## src/rtl/multicycle_pkg.sv

```systemverilog
// Shared types and constants for the multi-cycle MIPS sequencing controller.
package multicycle_pkg;

    // Controller states, 4-bit encoding (exactly 16 states)
    typedef enum logic [3:0] {
        FETCH    = 4'd0,
        DECODE   = 4'd1,
        EXEC_R   = 4'd2,
        EXEC_I   = 4'd3,
        WB_R     = 4'd4,
        WB_I     = 4'd5,
        MEM_ADDR = 4'd6,
        MEM_RD   = 4'd7,
        MEM_WB   = 4'd8,
        MEM_WR   = 4'd9,
        BRANCH   = 4'd10,
        JUMP     = 4'd11,
        JAL      = 4'd12,
        JR       = 4'd13,
        SYSCALL  = 4'd14,
        HALT     = 4'd15
    } state_t;

    // Instruction classes produced by instr_classify
    typedef enum logic [3:0] {
        C_RALU    = 4'd0,
        C_IALU    = 4'd1,
        C_LW      = 4'd2,
        C_SW      = 4'd3,
        C_BEQ     = 4'd4,
        C_BNE     = 4'd5,
        C_J       = 4'd6,
        C_JAL     = 4'd7,
        C_JR      = 4'd8,
        C_SYSCALL = 4'd9,
        C_ILLEGAL = 4'd10
    } iclass_t;

    // Opcodes
    localparam logic [5:0] OP_RTYPE = 6'h00;
    localparam logic [5:0] OP_J     = 6'h02;
    localparam logic [5:0] OP_JAL   = 6'h03;
    localparam logic [5:0] OP_BEQ   = 6'h04;
    localparam logic [5:0] OP_BNE   = 6'h05;
    localparam logic [5:0] OP_ADDI  = 6'h08;
    localparam logic [5:0] OP_ADDIU = 6'h09;
    localparam logic [5:0] OP_SLTI  = 6'h0A;
    localparam logic [5:0] OP_ANDI  = 6'h0C;
    localparam logic [5:0] OP_ORI   = 6'h0D;
    localparam logic [5:0] OP_LW    = 6'h23;
    localparam logic [5:0] OP_SW    = 6'h2B;

    // R-type funct codes
    localparam logic [5:0] FN_SLL     = 6'h00;
    localparam logic [5:0] FN_SRL     = 6'h02;
    localparam logic [5:0] FN_SRA     = 6'h03;
    localparam logic [5:0] FN_JR      = 6'h08;
    localparam logic [5:0] FN_SYSCALL = 6'h0C;
    localparam logic [5:0] FN_ADD     = 6'h20;
    localparam logic [5:0] FN_ADDU    = 6'h21;
    localparam logic [5:0] FN_SUB     = 6'h22;
    localparam logic [5:0] FN_AND     = 6'h24;
    localparam logic [5:0] FN_OR      = 6'h25;
    localparam logic [5:0] FN_NOR     = 6'h27;
    localparam logic [5:0] FN_SLT     = 6'h2A;
    localparam logic [5:0] FN_SLTU    = 6'h2B;

    // RegDst select
    localparam logic [1:0] REGDST_RT = 2'd0;
    localparam logic [1:0] REGDST_RD = 2'd1;
    localparam logic [1:0] REGDST_RA = 2'd2;

    // MemToReg select
    localparam logic [1:0] M2R_ALUOUT = 2'd0;
    localparam logic [1:0] M2R_MDR    = 2'd1;
    localparam logic [1:0] M2R_PC     = 2'd2;

    // AluSrcB select
    localparam logic [1:0] ALUB_REG     = 2'd0;
    localparam logic [1:0] ALUB_FOUR    = 2'd1;
    localparam logic [1:0] ALUB_IMM     = 2'd2;
    localparam logic [1:0] ALUB_IMM_SH2 = 2'd3;

    // PCSrc select
    localparam logic [1:0] PCSRC_ALU    = 2'd0;
    localparam logic [1:0] PCSRC_ALUOUT = 2'd1;
    localparam logic [1:0] PCSRC_JUMP   = 2'd2;
    localparam logic [1:0] PCSRC_REG    = 2'd3;

    // Logical immediates (andi, ori) are zero-extended; everything else sign-extends
    function automatic logic is_zero_ext(input logic [5:0] op);
        return (op == OP_ANDI) || (op == OP_ORI);
    endfunction

endpackage

```

## src/rtl/multicycle_ctrl_classify.sv

```systemverilog
// Combinational opcode/funct decoder: maps the IR fields to an instruction class.
module instr_classify
    import multicycle_pkg::*;
(
    input  logic [5:0] i_op,
    input  logic [5:0] i_func,
    output iclass_t    o_class
);

    // Decode OP first, then Func for the R-type group
    always_comb begin
        o_class = C_ILLEGAL;
        case (i_op)
            OP_RTYPE: begin
                case (i_func)
                    FN_SLL, FN_SRL, FN_SRA,
                    FN_ADD, FN_ADDU, FN_SUB,
                    FN_AND, FN_OR, FN_NOR,
                    FN_SLT, FN_SLTU:        o_class = C_RALU;
                    FN_JR:                  o_class = C_JR;
                    FN_SYSCALL:             o_class = C_SYSCALL;
                    default:                o_class = C_ILLEGAL;
                endcase
            end
            OP_ADDI, OP_ADDIU, OP_SLTI,
            OP_ANDI, OP_ORI:                o_class = C_IALU;
            OP_LW:                          o_class = C_LW;
            OP_SW:                          o_class = C_SW;
            OP_BEQ:                         o_class = C_BEQ;
            OP_BNE:                         o_class = C_BNE;
            OP_J:                           o_class = C_J;
            OP_JAL:                         o_class = C_JAL;
            default:                        o_class = C_ILLEGAL;
        endcase
    end

endmodule

```

## src/rtl/multicycle_ctrl.sv

```systemverilog
// Multi-cycle MIPS sequencing controller: Moore FSM driving every datapath
// select/enable, plus a retired-instruction counter.
module multicycle_ctrl
    import multicycle_pkg::*;
(
    input  logic        clk,
    input  logic        rst,
    input  logic [5:0]  OP,
    input  logic [5:0]  Func,
    input  logic        Zero,
    input  logic        V0Is10,
    input  logic        Go,
    output logic        PCEn,
    output logic        IorD,
    output logic        MemWrite,
    output logic        IRWrite,
    output logic        RegWrite,
    output logic [1:0]  RegDst,
    output logic [1:0]  MemToReg,
    output logic        AluSrcA,
    output logic [1:0]  AluSrcB,
    output logic        AluAdd,
    output logic        SignedExt,
    output logic [1:0]  PCSrc,
    output logic        SysCallShow,
    output logic        Halted,
    output logic        Retire,
    output logic        IllegalOp,
    output logic [31:0] InstrCount
);

    state_t      r_state;
    state_t      w_next;
    iclass_t     w_class;
    logic [31:0] r_instr_count;

    logic        w_pcen;
    logic        w_iord;
    logic        w_memwrite;
    logic        w_irwrite;
    logic        w_regwrite;
    logic [1:0]  w_regdst;
    logic [1:0]  w_memtoreg;
    logic        w_alusrca;
    logic [1:0]  w_alusrcb;
    logic        w_aluadd;
    logic        w_signedext;
    logic [1:0]  w_pcsrc;
    logic        w_syscallshow;
    logic        w_halted;
    logic        w_retire;
    logic        w_illegal;

    instr_classify u_classify (
        .i_op    (OP),
        .i_func  (Func),
        .o_class (w_class)
    );

    // State register; reset lands in FETCH so the first post-reset cycle fetches
    always_ff @(posedge clk) begin
        if (rst) begin
            r_state <= FETCH;
        end else begin
            r_state <= w_next;
        end
    end

    // Retired-instruction counter, wraps naturally at 2^32
    always_ff @(posedge clk) begin
        if (rst) begin
            r_instr_count <= '0;
        end else if (w_retire) begin
            r_instr_count <= r_instr_count + 32'd1;
        end
    end

    // Next-state and per-state control outputs
    always_comb begin
        w_next        = FETCH;
        w_pcen        = 1'b0;
        w_iord        = 1'b0;
        w_memwrite    = 1'b0;
        w_irwrite     = 1'b0;
        w_regwrite    = 1'b0;
        w_regdst      = REGDST_RT;
        w_memtoreg    = M2R_ALUOUT;
        w_alusrca     = 1'b0;
        w_alusrcb     = ALUB_REG;
        w_aluadd      = 1'b0;
        w_signedext   = ~is_zero_ext(OP);
        w_pcsrc       = PCSRC_ALU;
        w_syscallshow = 1'b0;
        w_halted      = 1'b0;
        w_retire      = 1'b0;
        w_illegal     = 1'b0;

        unique case (r_state)
            FETCH: begin
                w_irwrite = 1'b1;
                w_alusrcb = ALUB_FOUR;
                w_aluadd  = 1'b1;
                w_pcsrc   = PCSRC_ALU;
                w_pcen    = 1'b1;
                w_next    = DECODE;
            end
            DECODE: begin
                // ALUOut captures PC+4 + (imm << 2) as the speculative branch target
                w_alusrcb = ALUB_IMM_SH2;
                w_aluadd  = 1'b1;
                unique case (w_class)
                    C_RALU:    w_next = EXEC_R;
                    C_IALU:    w_next = EXEC_I;
                    C_LW,
                    C_SW:      w_next = MEM_ADDR;
                    C_BEQ,
                    C_BNE:     w_next = BRANCH;
                    C_J:       w_next = JUMP;
                    C_JAL:     w_next = JAL;
                    C_JR:      w_next = JR;
                    C_SYSCALL: w_next = SYSCALL;
                    default: begin
                        w_next    = FETCH;
                        w_illegal = 1'b1;
                        w_retire  = 1'b1;
                    end
                endcase
            end
            EXEC_R: begin
                w_alusrca = 1'b1;
                w_alusrcb = ALUB_REG;
                w_next    = WB_R;
            end
            WB_R: begin
                w_regwrite = 1'b1;
                w_regdst   = REGDST_RD;
                w_memtoreg = M2R_ALUOUT;
                w_retire   = 1'b1;
            end
            EXEC_I: begin
                w_alusrca = 1'b1;
                w_alusrcb = ALUB_IMM;
                w_next    = WB_I;
            end
            WB_I: begin
                w_regwrite = 1'b1;
                w_regdst   = REGDST_RT;
                w_memtoreg = M2R_ALUOUT;
                w_retire   = 1'b1;
            end
            MEM_ADDR: begin
                w_alusrca = 1'b1;
                w_alusrcb = ALUB_IMM;
                w_aluadd  = 1'b1;
                w_next    = (OP == OP_SW) ? MEM_WR : MEM_RD;
            end
            MEM_RD: begin
                w_iord = 1'b1;
                w_next = MEM_WB;
            end
            MEM_WB: begin
                w_regwrite = 1'b1;
                w_regdst   = REGDST_RT;
                w_memtoreg = M2R_MDR;
                w_retire   = 1'b1;
            end
            MEM_WR: begin
                w_iord     = 1'b1;
                w_memwrite = 1'b1;
                w_retire   = 1'b1;
            end
            BRANCH: begin
                // The ALU compares A and B here; Zero then gates the PC load
                w_alusrca = 1'b1;
                w_alusrcb = ALUB_REG;
                w_pcsrc   = PCSRC_ALUOUT;
                w_pcen    = (OP == OP_BNE) ? ~Zero : Zero;
                w_retire  = 1'b1;
            end
            JUMP: begin
                w_pcsrc  = PCSRC_JUMP;
                w_pcen   = 1'b1;
                w_retire = 1'b1;
            end
            JAL: begin
                // PC already holds PC+4 from FETCH, which is the link value
                w_pcsrc    = PCSRC_JUMP;
                w_pcen     = 1'b1;
                w_regwrite = 1'b1;
                w_regdst   = REGDST_RA;
                w_memtoreg = M2R_PC;
                w_retire   = 1'b1;
            end
            JR: begin
                w_pcsrc  = PCSRC_REG;
                w_pcen   = 1'b1;
                w_retire = 1'b1;
            end
            SYSCALL: begin
                w_retire = 1'b1;
                if (V0Is10) begin
                    w_next = HALT;
                end else begin
                    w_syscallshow = 1'b1;
                    w_next        = FETCH;
                end
            end
            HALT: begin
                w_halted = 1'b1;
                w_next   = Go ? FETCH : HALT;
            end
            default: begin
                w_next = FETCH;
            end
        endcase
    end

    // Reset forces every output low regardless of the current state
    assign PCEn        = w_pcen        & ~rst;
    assign IorD        = w_iord        & ~rst;
    assign MemWrite    = w_memwrite    & ~rst;
    assign IRWrite     = w_irwrite     & ~rst;
    assign RegWrite    = w_regwrite    & ~rst;
    assign RegDst      = rst ? '0 : w_regdst;
    assign MemToReg    = rst ? '0 : w_memtoreg;
    assign AluSrcA     = w_alusrca     & ~rst;
    assign AluSrcB     = rst ? '0 : w_alusrcb;
    assign AluAdd      = w_aluadd      & ~rst;
    assign SignedExt   = w_signedext   & ~rst;
    assign PCSrc       = rst ? '0 : w_pcsrc;
    assign SysCallShow = w_syscallshow & ~rst;
    assign Halted      = w_halted      & ~rst;
    assign Retire      = w_retire      & ~rst;
    assign IllegalOp   = w_illegal     & ~rst;
    assign InstrCount  = rst ? '0 : r_instr_count;

endmodule
```

## config.mk

```make
export PLATFORM = sky130hd
export DESIGN_NAME = multicycle_ctrl
export DESIGN_NICKNAME = d
export VERILOG_FILES = /design/src/rtl/multicycle_pkg.sv /design/src/rtl/multicycle_ctrl_classify.sv /design/src/rtl/multicycle_ctrl.sv
export SDC_FILE = /design/constraint.sdc
export NUM_CORES = 1
export LEC_CHECK = 0
export ABC_AREA = 1
export CORE_MARGIN = 2
export CORE_UTILIZATION = 54
export DETAILED_ROUTE_END_ITERATION = 8
export PLACE_DENSITY = 0.85
export SYNTH_ARGS = -nofsm -noshare
export SYNTH_HDL_FRONTEND = slang
export SYNTH_SLANG_ARGS = --single-unit
```

## constraint.sdc

```tcl
create_clock -name clk -period 2.5 [get_ports clk]
set_clock_uncertainty 0.15 [all_clocks]
set_input_delay 0.25 -clock clk [delete_from_list [all_inputs] [get_ports clk]]
set_output_delay 0.25 -clock clk [all_outputs]
set_load 0.02 [all_outputs]
```

* Word level (Yosys, flattened, before mapping)
Memory sizes are Yosys's and may differ from the RTL's. Index checks and enable logic that the tools add are counted.
Word-level totals: word-level logic and storage cells 99, output and inout port bits 52, register bits after elaboration 36, memories kept 1, input bits 17, memory bits (read-only) 192
Memories:
- (no name shown) | words 64, bits a word 3, read ports 1, clocked after Yosys merged registers in 0, wr ports 0, RTL line multicycle_ctrl_classify.sv:15 | case (i_func)
Cells by class: equality and inequality tests 35, reductions and logical operators 16, bitwise operators 15, multiplexer cells 29, add/subtract/negate cells 1
Operators with widths (number):
- case mux 4 bit (8 select lines) | 3
- equality test 4 bit (second input constant) | 10
- adder 32 x 1 -> 32 bit (second input constant) | 1
- equality test 4 x 3 -> 1 bit (second input constant) | 8
- 2-to-1 mux 32 bit | 1
- equality test 6 x 4 -> 1 bit (second input constant) | 5
- equality test 4 x 2 -> 1 bit (second input constant) | 4
- AND 1 bit | 12
- equality test 6 x 2 -> 1 bit (second input constant) | 2
- equality test 6 x 3 -> 1 bit (second input constant) | 2
- equality test 6 bit (second input constant) | 2
- 2-to-1 mux 1 bit | 12
- 2-to-1 mux 4 bit | 3
- case mux 2 bit (3 select lines) | 2
- OR reduction 4 bit | 3
- OR reduction 10 bit | 1
- OR reduction 2 bit | 5
- OR reduction 9 bit | 1
- equality test 4 x 1 -> 1 bit (second input constant) | 2
- logical NOT 4 bit | 2
- 2-to-1 mux 2 bit | 4
- case mux 2 bit (2 select lines) | 2
- logical NOT 6 bit | 1
- OR reduction 5 bit | 1
- other kinds (4) | 7

* Longest topological paths before layout
depth after elaboration 8, gate-level depth with buffers 12, mapped depth without buffers 12

* Cells and area by module
From an unflattened synthesis, not the netlist that was laid out.
Second synthesis, totals: cells, all modules 504, area total of the unflattened synthesis 2854.0 um2
By module, submodules not included:
- multicycle_ctrl | cells an instance 453, sequential area each 720.7 um2, instances 1, area each 2627.5 um2
- instr_classify | cells an instance 51, sequential area each 0.0 um2, instances 1, area each 226.5 um2

* Worst setup path before layout
OpenSTA, ideal clock, no wires.
path type input to output, from input port OP[4], to output port IllegalOp, cell stages on the path 8, arrival time 1.483 ns, path buffers 1, required time 2.100 ns, slack 0.617 ns, path through nor2_4 -> nand3_2 -> nor2_2 -> nand3_1 -> nand2_1 -> nand4_4 -> buf_2 -> nor2_1
On the way: word-level cells in the longest chain between the ends 8, elaborated cells between the ends (all ways) 28, those cells by class 20 x eq/ne; 3 x mux; 1 x bitwise; 4 x reduce/logical
RTL lines:
- start: declaration | RTL line multicycle_ctrl.sv:8 | input logic [5:0] OP,
- equality test 6 x 4 -> 1 bit | RTL line multicycle_ctrl_classify.sv:13 | case (i_op)
- OR reduction 5 bit | RTL line multicycle_ctrl_classify.sv:13
- case mux 4 bit (8 select lines) * | RTL line multicycle_ctrl_classify.sv:13
- equality test 4 bit, or another cell as far along | RTL line multicycle_ctrl.sv:111 | unique case (w_class)
- OR reduction 10 bit (no source line) *
- 2-to-1 mux 1 bit * | RTL line multicycle_ctrl.sv:111
- 2-to-1 mux 1 bit * | RTL line multicycle_ctrl.sv:98 | unique case (r_state)
- AND 1 bit * | RTL line multicycle_ctrl.sv:234 | assign IllegalOp = w_illegal & ~rst;
- end: declaration | RTL line multicycle_ctrl.sv:28 | output logic IllegalOp,
Every way passes the cells marked *; elsewhere a longest branch is shown, timed or not.

* Worst setup path after layout
from input port OP[2], to output port Retire
On the way: word-level cells in the longest chain between the ends 8, elaborated cells between the ends (all ways) 28, those cells by class 20 x eq/ne; 3 x mux; 1 x bitwise; 4 x reduce/logical
RTL lines:
- equality test 6 x 4 -> 1 bit | RTL line multicycle_ctrl_classify.sv:13
- OR reduction 5 bit | RTL line multicycle_ctrl_classify.sv:13
- case mux 4 bit (8 select lines) * | RTL line multicycle_ctrl_classify.sv:13
- equality test 4 bit, or another cell as far along | RTL line multicycle_ctrl.sv:111
- OR reduction 10 bit (no source line) *
- 2-to-1 mux 1 bit * | RTL line multicycle_ctrl.sv:111
- case mux 1 bit (2 select lines) * | RTL line multicycle_ctrl.sv:98
- AND 1 bit * | RTL line multicycle_ctrl.sv:233 | assign Retire = w_retire & ~rst;
- end: declaration | RTL line multicycle_ctrl.sv:27 | output logic Retire,
Marks and branches as above.

==> flow_summary.yaml <==
run_status:
  status: "finished, final reports clean"
power:
  p_per_area_nw_per_um2: 344
  switching_share: 0.335
  seqPwrFrac: 0.438
  netSwitchingPower_mw: 0.452
  p_leak_nw: 1.53
  pwr-share-comb: 0.243
  clkPwrFrac: 0.319
  power.internal_mw: 0.897
  vdd_drop_max_mv: 0.232
synthesis:
  synth_area_per_cell_um2: 5.81
  ys.flop_type: "dfxtp_1"
  synth_edf_count: 0
  synth_area_um2: 2920
  synth_top_cell_by_area: "dfxtp_1"
  yosys_warnings: 0
  synth_top_area_share: 0.247
  synth.distinct_cells: 30
  yosysSeqAreaShare: 0.247
  synthesis.nets: 520
  synth_cells: 502
  ys_top_cells_by_area: "dfxtp_1, nand2_1, nor2_1, nand3_1, xor2_1"
  async_flop_share: 0
  ys_seq_elements: 36
critical_path:
  start_kind: "input port"
  reg2reg_to: "r_instr_count[24]$_SDFFE_PP0P_"
  rr_worst_depth: 8
  reg2reg_from: "r_instr_count[1]$_SDFFE_PP0P_"
  rrSetupSlack_ns: 0.41
  crit_path_end_kind: "output port"
  path_class: "in -> out"
  worstPathMaxFanout: 4
  cp.arrival_ns: 1.93
  cp_data_required_time_ns: 2.10
floorplanning:
  core-area_um2: 5170
  io_pins: 69
  die-area_um2: 6010
  initial_utilization: 0.564
  die_h_um: 77.5
  die_w_um: 77.5
  num_rows: 26
routing:
  detail-route-antenna-nets: 0
  via_count: 3513
  routed_wl_um: 8570
  avgViaCountPerCell: 5.31
  dr.pass1.iters: 4
  drc: 0
  drt_iter0_markers: 231
  wl_per_cell_um: 13.0
global_route:
  grtUsageTotal: 0.291
  grt_max_degree: 37
  grt_overflow: 0
  grt_pass1_wl_um: 14300
  grt_pass1_vias: 3237
  antenna_found_initial: 0
finish:
  fin_cells: 661
  final_common_cell: "nand2_1"
  drive_gt1_frac: 0.0931
  diodes: 0
  regArea_um2: 722
  n_fill_cell: 435
  multiInputGateArea_um2: 1880
  final_nets: 608
  final_cell_mix: "nand2_1, nor2_1, inv_1, clkdlybuf4s50_1, nand3_1"
  syn2layout_area_growth_pct: 34.5
sta:
  fmax_mhz: 428
  tightest_slew_ns: 0.456
  hold_viol_final: 0
  fin_ws_ns: 0.165
  finalSetupViolations: 0
  setup_tns_ns: 0
  drv_slew: 0
  fin_crit_sh: 0.934
  rsz0062_at_grt: "false"
  relSlewSlack: 0.694
  layout_min_cycle_time_ns: 2.33
place:
  post-dp-hpwl_um: 6560
  pre_cts_slack_ns: -0.267
  placed_cells: 653
  io_buffers: 68
  gp_congestion: 0.958
clock_network:
  post_cts_buffers: 0
  cts_tree: "done"
  ctsRootBufferMaster: "clkbuf_8"
  cts_hold_buf: 0
  clk_latency_ns: 0.30
  cts.htree.levels: 2
  clkSlewWorstSetupHoldPaths_ns: 0.08
  cts_made_buffers: 5
  cts_buffer_depth: 2
  clkSinkCount: 36
min_path:
  hold_path_end: "r_instr_count[30]$_SDFFE_PP0P_"
  min_from: "rst"
  hold_path_class: "in -> reg"
  min_path_cells: 2
job:
  maxCapViolations: 0
==> routing by layer <==
layer,wire [um],share of wire,track usage,up-vias
met5,0,0,0,-
met4,161,0.019,0.100,0
met3,496,0.058,0.0419,15
met2,4030,0.47,0.505,127
met1,3880,0.45,0.368,1596
li1,-,-,-,1775
==> power groups by stage <==
stage | registers (mW) | logic (mW) | clock network [mW]
after detailed placement | 0.604 | 0.328 | 0
after global routing | 0.592 | 0.358 | 0.459
after CTS | 0.591 | 0.325 | 0.431
after floorplan | 0.602 | 0.198 | 0
final | 0.591 | 0.328 | 0.431
after global placement | 0.604 | 0.326 | 0
==> cell families after synthesis <==
family,synth area share
xor gates and xnor gates,0.0900
DFF,0.247
AOI/OAI and AO/OA,0.0990
and+or+nand+nor,0.447
adders and majority gates,0.00429
buffers and inverters,0.113
==> worst max path at each step <==
stage,from,slack (ns),end
after detailed placement,OP[2],-0.27,Retire
final,OP[2],0.17,Retire
after global placement,OP[2],-0.21,Retire
after CTS,OP[2],0.006,Retire
after floorplan,OP[4],0.62,IllegalOp
after global routing,r_state[3]$_SDFF_PP0_,0.02,IorD
==> Yosys cell counts, drive strengths merged, types with 4 or more instances <==
master / n
nor2: 94
o21ai: 6
nand2: 110
buf: 7
nand3: 58
a21oi: 39
nor3b: 4
nor3: 26
clkbuf: 12
xor2: 30
nand4: 6
inv: 64
dfxtp: 36
==> repair_timing <==
action,in CTS,in global routing
endpoints found under the setup margin,3,4
hold endpoints to repair,0,0
resized for setup,3,8
==> sequential cells by signal, indices dropped and copies added (netlist names) <==
name,count
r_instr_count,32
r_state,4
==> worst max-delay path: stages <==
cell	delay, ns
clkdlybuf4s50_1	0.48
nor2_2	0.20
nand3_2	0.14
nor2_2	0.15
nand3_1	0.10
nand2_1	0.13
nand4_4	0.11
nand2_4	0.08
inv_1	0.05
nor2_1	0.07
clkbuf_2	0.17
==> stage by stage <==
| stage | hold slack [ns] | power, mW | utilization | area, um^2 |
|---|---|---|---|---|
| after global placement | 0.321 | 0.930 | 0.742 | 3840 |
| after CTS | 0.160 | 1.35 | 0.759 | 3920 |
| after floorplan | 0.314 | 0.799 | - | 2920 |
| after global routing | 0.171 | 1.41 | 0.759 | 3930 |
| final | 0.170 | 1.35 | 0.759 | 3930 |
| after detailed placement | 0.342 | 0.932 | 0.742 | 3840 |
==> final cells by class <==
cell class                      instances  share of cell area
Multi-Input combinational cell        383               0.478
Timing Repair Buffer                  100               0.232
Sequential cell                        36               0.184
Inverter                               64              0.0612
Tap cell                               70              0.0223
Clock buffer                            5              0.0175
Clock inverter                          3             0.00478
Note: power is estimated with default switching activity, not from simulation.
